File: src/rtl/mem_init_pkg.sv
// Shared types and constants for the counter-word memory initiator.
package mem_init_pkg;

  typedef enum logic [2:0] {
    ST_IDLE   = 3'd0,
    ST_CLEAR  = 3'd1,
    ST_READ   = 3'd2,
    ST_WRITE  = 3'd3,
    ST_GAP    = 3'd4,
    ST_FINISH = 3'd5
  } state_t;

  localparam logic [3:0] WSTRB_READ = 4'h0;
  localparam logic [3:0] WSTRB_WORD = 4'hf;

endpackage

File: src/rtl/mem_req_timer.sv
// Request watchdog: down-counter reloaded whenever no request is outstanding,
// flags expiry in the TIMEOUT-th cycle of an unacknowledged request.
module mem_req_timer #(
  parameter int unsigned TIMEOUT = 16
) (
  input  logic clock,
  input  logic reset,
  input  logic arm,
  input  logic ack,
  output logic expired
);

  localparam logic [31:0] LOAD = (TIMEOUT > 0) ? 32'(TIMEOUT - 1) : 32'd0;

  logic [31:0] cnt;

  // Reload while idle or on acknowledge, otherwise count down to terminal count.
  always_ff @(posedge clock) begin
    if (reset) begin
      cnt <= LOAD;
    end else if (!arm || ack) begin
      cnt <= LOAD;
    end else if (cnt != 32'd0) begin
      cnt <= cnt - 32'd1;
    end
  end

  assign expired = arm && !ack && (cnt == 32'd0);

endmodule

File: src/rtl/mem_initiator.sv
// Memory initiator: clears a counter word, then runs read-increment-write
// loops against it, checking each read against the loop count.
//
//   state     | meaning
//   ----------+------------------------------------------------------
//   ST_IDLE   | waiting for start
//   ST_CLEAR  | writing 0 to the counter word
//   ST_READ   | reading the counter word
//   ST_WRITE  | writing back captured value + 1
//   ST_GAP    | one idle cycle between requests
//   ST_FINISH | run over (done or error), back to idle next cycle
module mem_initiator
  import mem_init_pkg::*;
#(
  parameter logic [31:0] TARGET_ADDR = 32'd1020,
  parameter logic [31:0] ITERATIONS  = 32'd100,
  parameter int unsigned TIMEOUT     = 16,
  parameter bit          CHECK_DATA  = 1'b1
) (
  input  logic        clock,
  input  logic        reset,
  input  logic        start,
  output logic        mem_valid,
  output logic        mem_instr,
  input  logic        mem_ready,
  output logic [31:0] mem_addr,
  output logic [31:0] mem_wdata,
  output logic [3:0]  mem_wstrb,
  input  logic [31:0] mem_rdata,
  output logic        busy,
  output logic        done,
  output logic        error,
  output logic [31:0] iter_count
);

  state_t      state, state_nx;
  logic        gap_to_write, gap_to_write_nx;
  logic [31:0] wr_data_q;
  logic        handshake, expired, data_bad;
  logic        run_start, set_done, set_error, inc_iter, load_wdata;

  // Request outputs decode straight from the state register, so they cannot
  // move while a request is waiting for mem_ready.
  assign mem_valid = (state == ST_CLEAR) || (state == ST_READ) || (state == ST_WRITE);
  assign mem_instr = 1'b0;
  assign mem_addr  = mem_valid ? TARGET_ADDR : 32'd0;
  assign mem_wstrb = ((state == ST_CLEAR) || (state == ST_WRITE)) ? WSTRB_WORD : WSTRB_READ;
  assign mem_wdata = (state == ST_WRITE) ? wr_data_q : 32'd0;
  assign busy      = mem_valid || (state == ST_GAP);
  assign handshake = mem_valid && mem_ready;
  assign data_bad  = CHECK_DATA && (mem_rdata != iter_count);

  mem_req_timer #(
    .TIMEOUT(TIMEOUT)
  ) u_timer (
    .clock  (clock),
    .reset  (reset),
    .arm    (mem_valid),
    .ack    (handshake),
    .expired(expired)
  );

  // State register.
  always_ff @(posedge clock) begin
    if (reset) begin
      state <= ST_IDLE;
    end else begin
      state <= state_nx;
    end
  end

  // Next-state and per-cycle control strobes; a handshake wins over expiry.
  always_comb begin
    state_nx        = state;
    gap_to_write_nx = gap_to_write;
    run_start       = 1'b0;
    set_done        = 1'b0;
    set_error       = 1'b0;
    inc_iter        = 1'b0;
    load_wdata      = 1'b0;
    case (state)
      ST_IDLE: begin
        if (start) begin
          run_start = 1'b1;
          state_nx  = ST_CLEAR;
        end
      end
      ST_CLEAR: begin
        if (handshake) begin
          if (ITERATIONS == 32'd0) begin
            set_done = 1'b1;
            state_nx = ST_FINISH;
          end else begin
            gap_to_write_nx = 1'b0;
            state_nx        = ST_GAP;
          end
        end else if (expired) begin
          set_error = 1'b1;
          state_nx  = ST_FINISH;
        end
      end
      ST_READ: begin
        if (handshake) begin
          if (data_bad) begin
            set_error = 1'b1;
            state_nx  = ST_FINISH;
          end else begin
            load_wdata      = 1'b1;
            gap_to_write_nx = 1'b1;
            state_nx        = ST_GAP;
          end
        end else if (expired) begin
          set_error = 1'b1;
          state_nx  = ST_FINISH;
        end
      end
      ST_WRITE: begin
        if (handshake) begin
          inc_iter = 1'b1;
          if ((iter_count + 32'd1) == ITERATIONS) begin
            set_done = 1'b1;
            state_nx = ST_FINISH;
          end else begin
            gap_to_write_nx = 1'b0;
            state_nx        = ST_GAP;
          end
        end else if (expired) begin
          set_error = 1'b1;
          state_nx  = ST_FINISH;
        end
      end
      ST_GAP: begin
        state_nx = gap_to_write ? ST_WRITE : ST_READ;
      end
      ST_FINISH: begin
        state_nx = ST_IDLE;
      end
      default: begin
        state_nx = ST_IDLE;
      end
    endcase
  end

  // Run status, loop counter and write-back data.
  always_ff @(posedge clock) begin
    if (reset) begin
      done         <= 1'b0;
      error        <= 1'b0;
      iter_count   <= 32'd0;
      wr_data_q    <= 32'd0;
      gap_to_write <= 1'b0;
    end else begin
      gap_to_write <= gap_to_write_nx;
      if (run_start) begin
        done       <= 1'b0;
        error      <= 1'b0;
        iter_count <= 32'd0;
      end
      if (set_done) begin
        done <= 1'b1;
      end
      if (set_error) begin
        error <= 1'b1;
      end
      if (inc_iter) begin
        iter_count <= iter_count + 32'd1;
      end
      if (load_wdata) begin
        wr_data_q <= mem_rdata + 32'd1;
      end
    end
  end

endmodule

File: config.mk
export PLATFORM = sky130hd
export DESIGN_NAME = mem_initiator
export DESIGN_NICKNAME = d
export VERILOG_FILES = /design/src/rtl/mem_init_pkg.sv /design/src/rtl/mem_req_timer.sv /design/src/rtl/mem_initiator.sv
export SDC_FILE = /design/constraint.sdc
export NUM_CORES = 1
export LEC_CHECK = 0
export CAP_MARGIN = 30
export CORE_MARGIN = 2
export CORE_UTILIZATION = 30
export CTS_BUF_LIST = sky130_fd_sc_hd__clkbuf_8
export CTS_CLUSTER_SIZE = 16
export DETAILED_ROUTE_END_ITERATION = 6
export PLACE_DENSITY_LB_ADDON = 0.25
export SYNTH_ARGS = -nofsm -noshare
export SYNTH_HDL_FRONTEND = slang
export SYNTH_HIERARCHICAL = 1
export SYNTH_SLANG_ARGS = --single-unit
File: constraint.sdc
create_clock -name clock -period 4.6 [get_ports clock]
set_clock_uncertainty 0.05 [all_clocks]
set_input_delay 1.38 -clock clock [delete_from_list [all_inputs] [get_ports clock]]
set_output_delay 1.38 -clock clock [all_outputs]
set_load 0.02 [all_outputs]
==> metrics.md <==
| Metric | Value |
|---|---|
| Die Wd | `156 um` |
| Count of final hold-check violations | `0` |
| Leakage | `roughly 3.2 nW` |
| Setup WS pre-CTS | `0.658 ns` |
| Kind of critical path | `register to primary output` |
| Starting DRT DRC Count | `317` |
| Post-CTS resize count | `0` |
| Clock latency on the worst-skew pair | `0.40 ns` |
| Most used cell, CP | `nor2_1` |
| DPL Wire Length | `14,500 um` |
| Core ar. | `roughly 23,000 um2` |
| Layout cells sized above 1 | `0.0502` |
| Worst Hold Class | `register to register` |
| Min Hold Slack | `0.417 ns` |
| DIE AREA | `24,200 um2` |
| Mean Syn Cell Area | `7.82 um2` |
| Worst-Margin Slew | `0.798 ns` |
| Post-CTS setup buffer count | `0` |
| Crit-path max FO | `11` |
| Logic pwr share | `0.169` |
| CP Data Arrival Time | `2.37 ns` |
| Placed instance area | `7960 um2` |
| Seq cells post-synth | `a little over 100` |
| Flop pwr share | `0.499` |
| Number of port buffers | `115` |
| First-pass GRT wire length | `32,800 um` |
| CP Data Required Time | `3.17 ns` |
| Internal | `roughly 1.3 mW` |
| GRT Util Overall | `0.167` |
| Worst path cell trace | `nor2_1, nor2_1, clkdlybuf4s50_1` |
| Hold Buf Count CTS | `0` |
| Sink Count | `102` |
| Mux cell area share after synthesis | `0.0553` |
| Adder and majority cell fraction of the synthesized area | `0.00725` |
| Vias | `6,377` |
| Initial antenna violation count | `0` |
| Simple-gate share of the synthesized area | `0.308` |
| Largest net degree at the start of global routing | `73` |
| Rel. slew slack | `0.468` |
| Achievable frequency | `0.263 GHz` |
| Startpoint type of the worst setup path | `register` |
| Ys flop type | `dfxtp_1` |
| Status | `finished, final reports clean` |
| Post-route ant nets | `0` |
| Antenna fix cells | `0` |
| H-tree depth | `3` |
| Synth Area in Compound Gates | `0.145` |
| Clk slew on worst S/H paths | `about 0.11 ns` |
| Yosys cell types | `64` |
| Clk pwr share | `0.332` |
| Setup TNS | `0 ns` |
| Pwr dens | `220 nW/um2` |
| Synthesis warning total | `6` |
| Post-synth ARST share | `0` |
| CTS tree | `yes` |
| Sw power | `0.539 mW` |
| Switching Fraction | `0.301` |
| Final worst slack | `between 0.8 and 0.9 ns` |
| Area Overhead vs Synth | `18.2%` |
| Die Ht | `around 160 um` |
| Number of global-route vias before repair | `6,157` |
| Post-layout minimum cycle time | `3.80 ns` |
| Slowest-stage cell, CP | `clkdlybuf4s50_1` |
| # IOs | `141` |
| Main combinational cell family by area after synthesis | `simple AND/OR/NAND/NOR gates` |
| Drt total wl | `19,900 um` |
| EDFF count, synth | `0` |
| Post-Syn Area | `between 6000 and 7000 um2` |
| Synth Instances | `882` |
| Sequential area share after synthesis | `0.296` |
| Grt ovf | `0` |
| Total CTS buffers | `9` |
| Crit end category | `primary output` |
| DRC errors left | `0` |
| Row count | `55` |
| Starting density of the core | `0.305` |
| DR WL/cell | `between 15 and 20 um` |
| Via/cell ratio | `5.22` |
| Clk buf depth | `2` |
| Final setup violation count | `0` |
| XOR/XNOR Fraction of Synth Area | `0.0939` |
| Root Buffer | `clkbuf_8` |
| Final Cycle Share | `0.826` |
| Max-cap violations | `0` |
| RD Place Congestion | `around 0.84` |
| Max Slew Vio Count | `0` |
| Final Core Density | `0.360` |
| Fin nets | `972` |
| DRT Pass-1 Iters | `5` |
| CP peak stage delay | `about 0.77 ns` |
| Peak supply drop | `0.113 mV` |
| Fin area | `8160 um2` |
| RSZ-0062 raised after global routing | `no` |
==> path summary, 6_finish.rpt <==
check | start | to | slack (ns) | cells past startpoint
worst max-delay path | state[0] | mem_valid | 0.80 | 3
worst min-delay path | done | done | 0.42 | 2
worst max register to register | iter_count[0] | gap_to_write | 1.07 | 8
worst min register to register | done | done | 0.42 | 2
==> cell type report <==
cell class | count | area (um2)
Clock buffer | 9 | 124
Inverter | 8 | 30.0
Clock inverter | 7 | 72.6
Fill cell | 2367 | 14500
Sequential cell | 102 | 2040
Multi-Input combinational cell | 685 | 4300
Timing Repair Buffer | 126 | 1230
Tap cell | 285 | 357
==> power by group through the flow <==
stage	sequential, mW	combinational [mW]	clock, mW
after CTS	0.895	0.306	0.621
after detailed placement	0.915	0.306	0
final	0.895	0.302	0.596
after global placement	0.915	0.307	0
after global routing	0.896	0.329	0.653
after floorplan	0.911	0.210	0
==> worst max-delay path, delay by kind of cell, from the launching register on <==
kind	cells	cell delay, ns
simple gates	2	0.71
buf+inv	1	0.77
flops	1	0.49
==> cells in the final DEF (no fill, tap or decap), types with 10 or more instances in the layout <==
cell	n
nand2_1	48
nor3_1	18
buf_4	11
nor4_1	16
clkdlybuf4s50_1	114
a21oi_1	53
conb_1	25
nor2_1	104
mux2i_1	37
o21ai_0	27
or3_1	22
o21ai_1	10
dfxtp_1	102
nand3_1	33
o31ai_1	11
or4_1	16
a311oi_1	13
xnor2_1	25
a31oi_1	14
nand4_1	20
xor2_1	49
and3_1	51
==> Yosys cell counts (14+ instances only) <==
| library cell | count | share of area |
|---|---|---|
| nand2_1 | 48 | 0.026 |
| clkbuf_1 | 44 | 0.024 |
| buf_2 | 17 | 0.012 |
| dfxtp_1 | 102 | 0.30 |
| nor3_1 | 18 | 0.013 |
| xor2_1 | 49 | 0.062 |
| nor4_1 | 16 | 0.015 |
| nand4_1 | 20 | 0.018 |
| mux2i_1 | 37 | 0.054 |
| and3_1 | 51 | 0.046 |
| nand3_1 | 33 | 0.024 |
| or4_1 | 16 | 0.017 |
| a31oi_1 | 14 | 0.013 |
| buf_4 | 44 | 0.048 |
| or3_1 | 22 | 0.020 |
| a21oi_1 | 53 | 0.038 |
| nor2_1 | 104 | 0.057 |
| xnor2_1 | 25 | 0.032 |
| o21ai_0 | 27 | 0.020 |
==> kinds of logic (layout without fill, tap and decap cells) <==
kind of cell | count (synthesis) | count (layout)
AOI/OAI and AO/OA | 159 | 159
muxes | 38 | 38
xor gates and xnor gates | 74 | 74
adders and majority gates | 4 | 4
buffers and inverters | 119 | 150
other | 1 | 25
DFF | 102 | 102
and+or+nand+nor | 385 | 385
==> registers in the layout, indices dropped and copies added, names as in the netlist <==
signal        count
state             3
error             1
done              1
u_timer/cnt      32
wr_data_q        32
gap_to_write      1
iter_count       32
==> routing by layer <==
layer / global-route usage / part of all wire
met5: 0 / 0
met3: 0.0394 / 0.046
met2: 0.286 / 0.49
met1: 0.214 / 0.45
met4: 0.0349 / 0.013
==> metrics by stage <==
step,power [mW],instances
2_1_floorplan,1.12,906
3_3_place_gp,1.22,1206
3_5_place_dp,1.22,1206
4_1_cts,1.82,1222
5_1_grt,1.88,1222
6_report,1.79,1222
(Power assumes the default switching activity.)
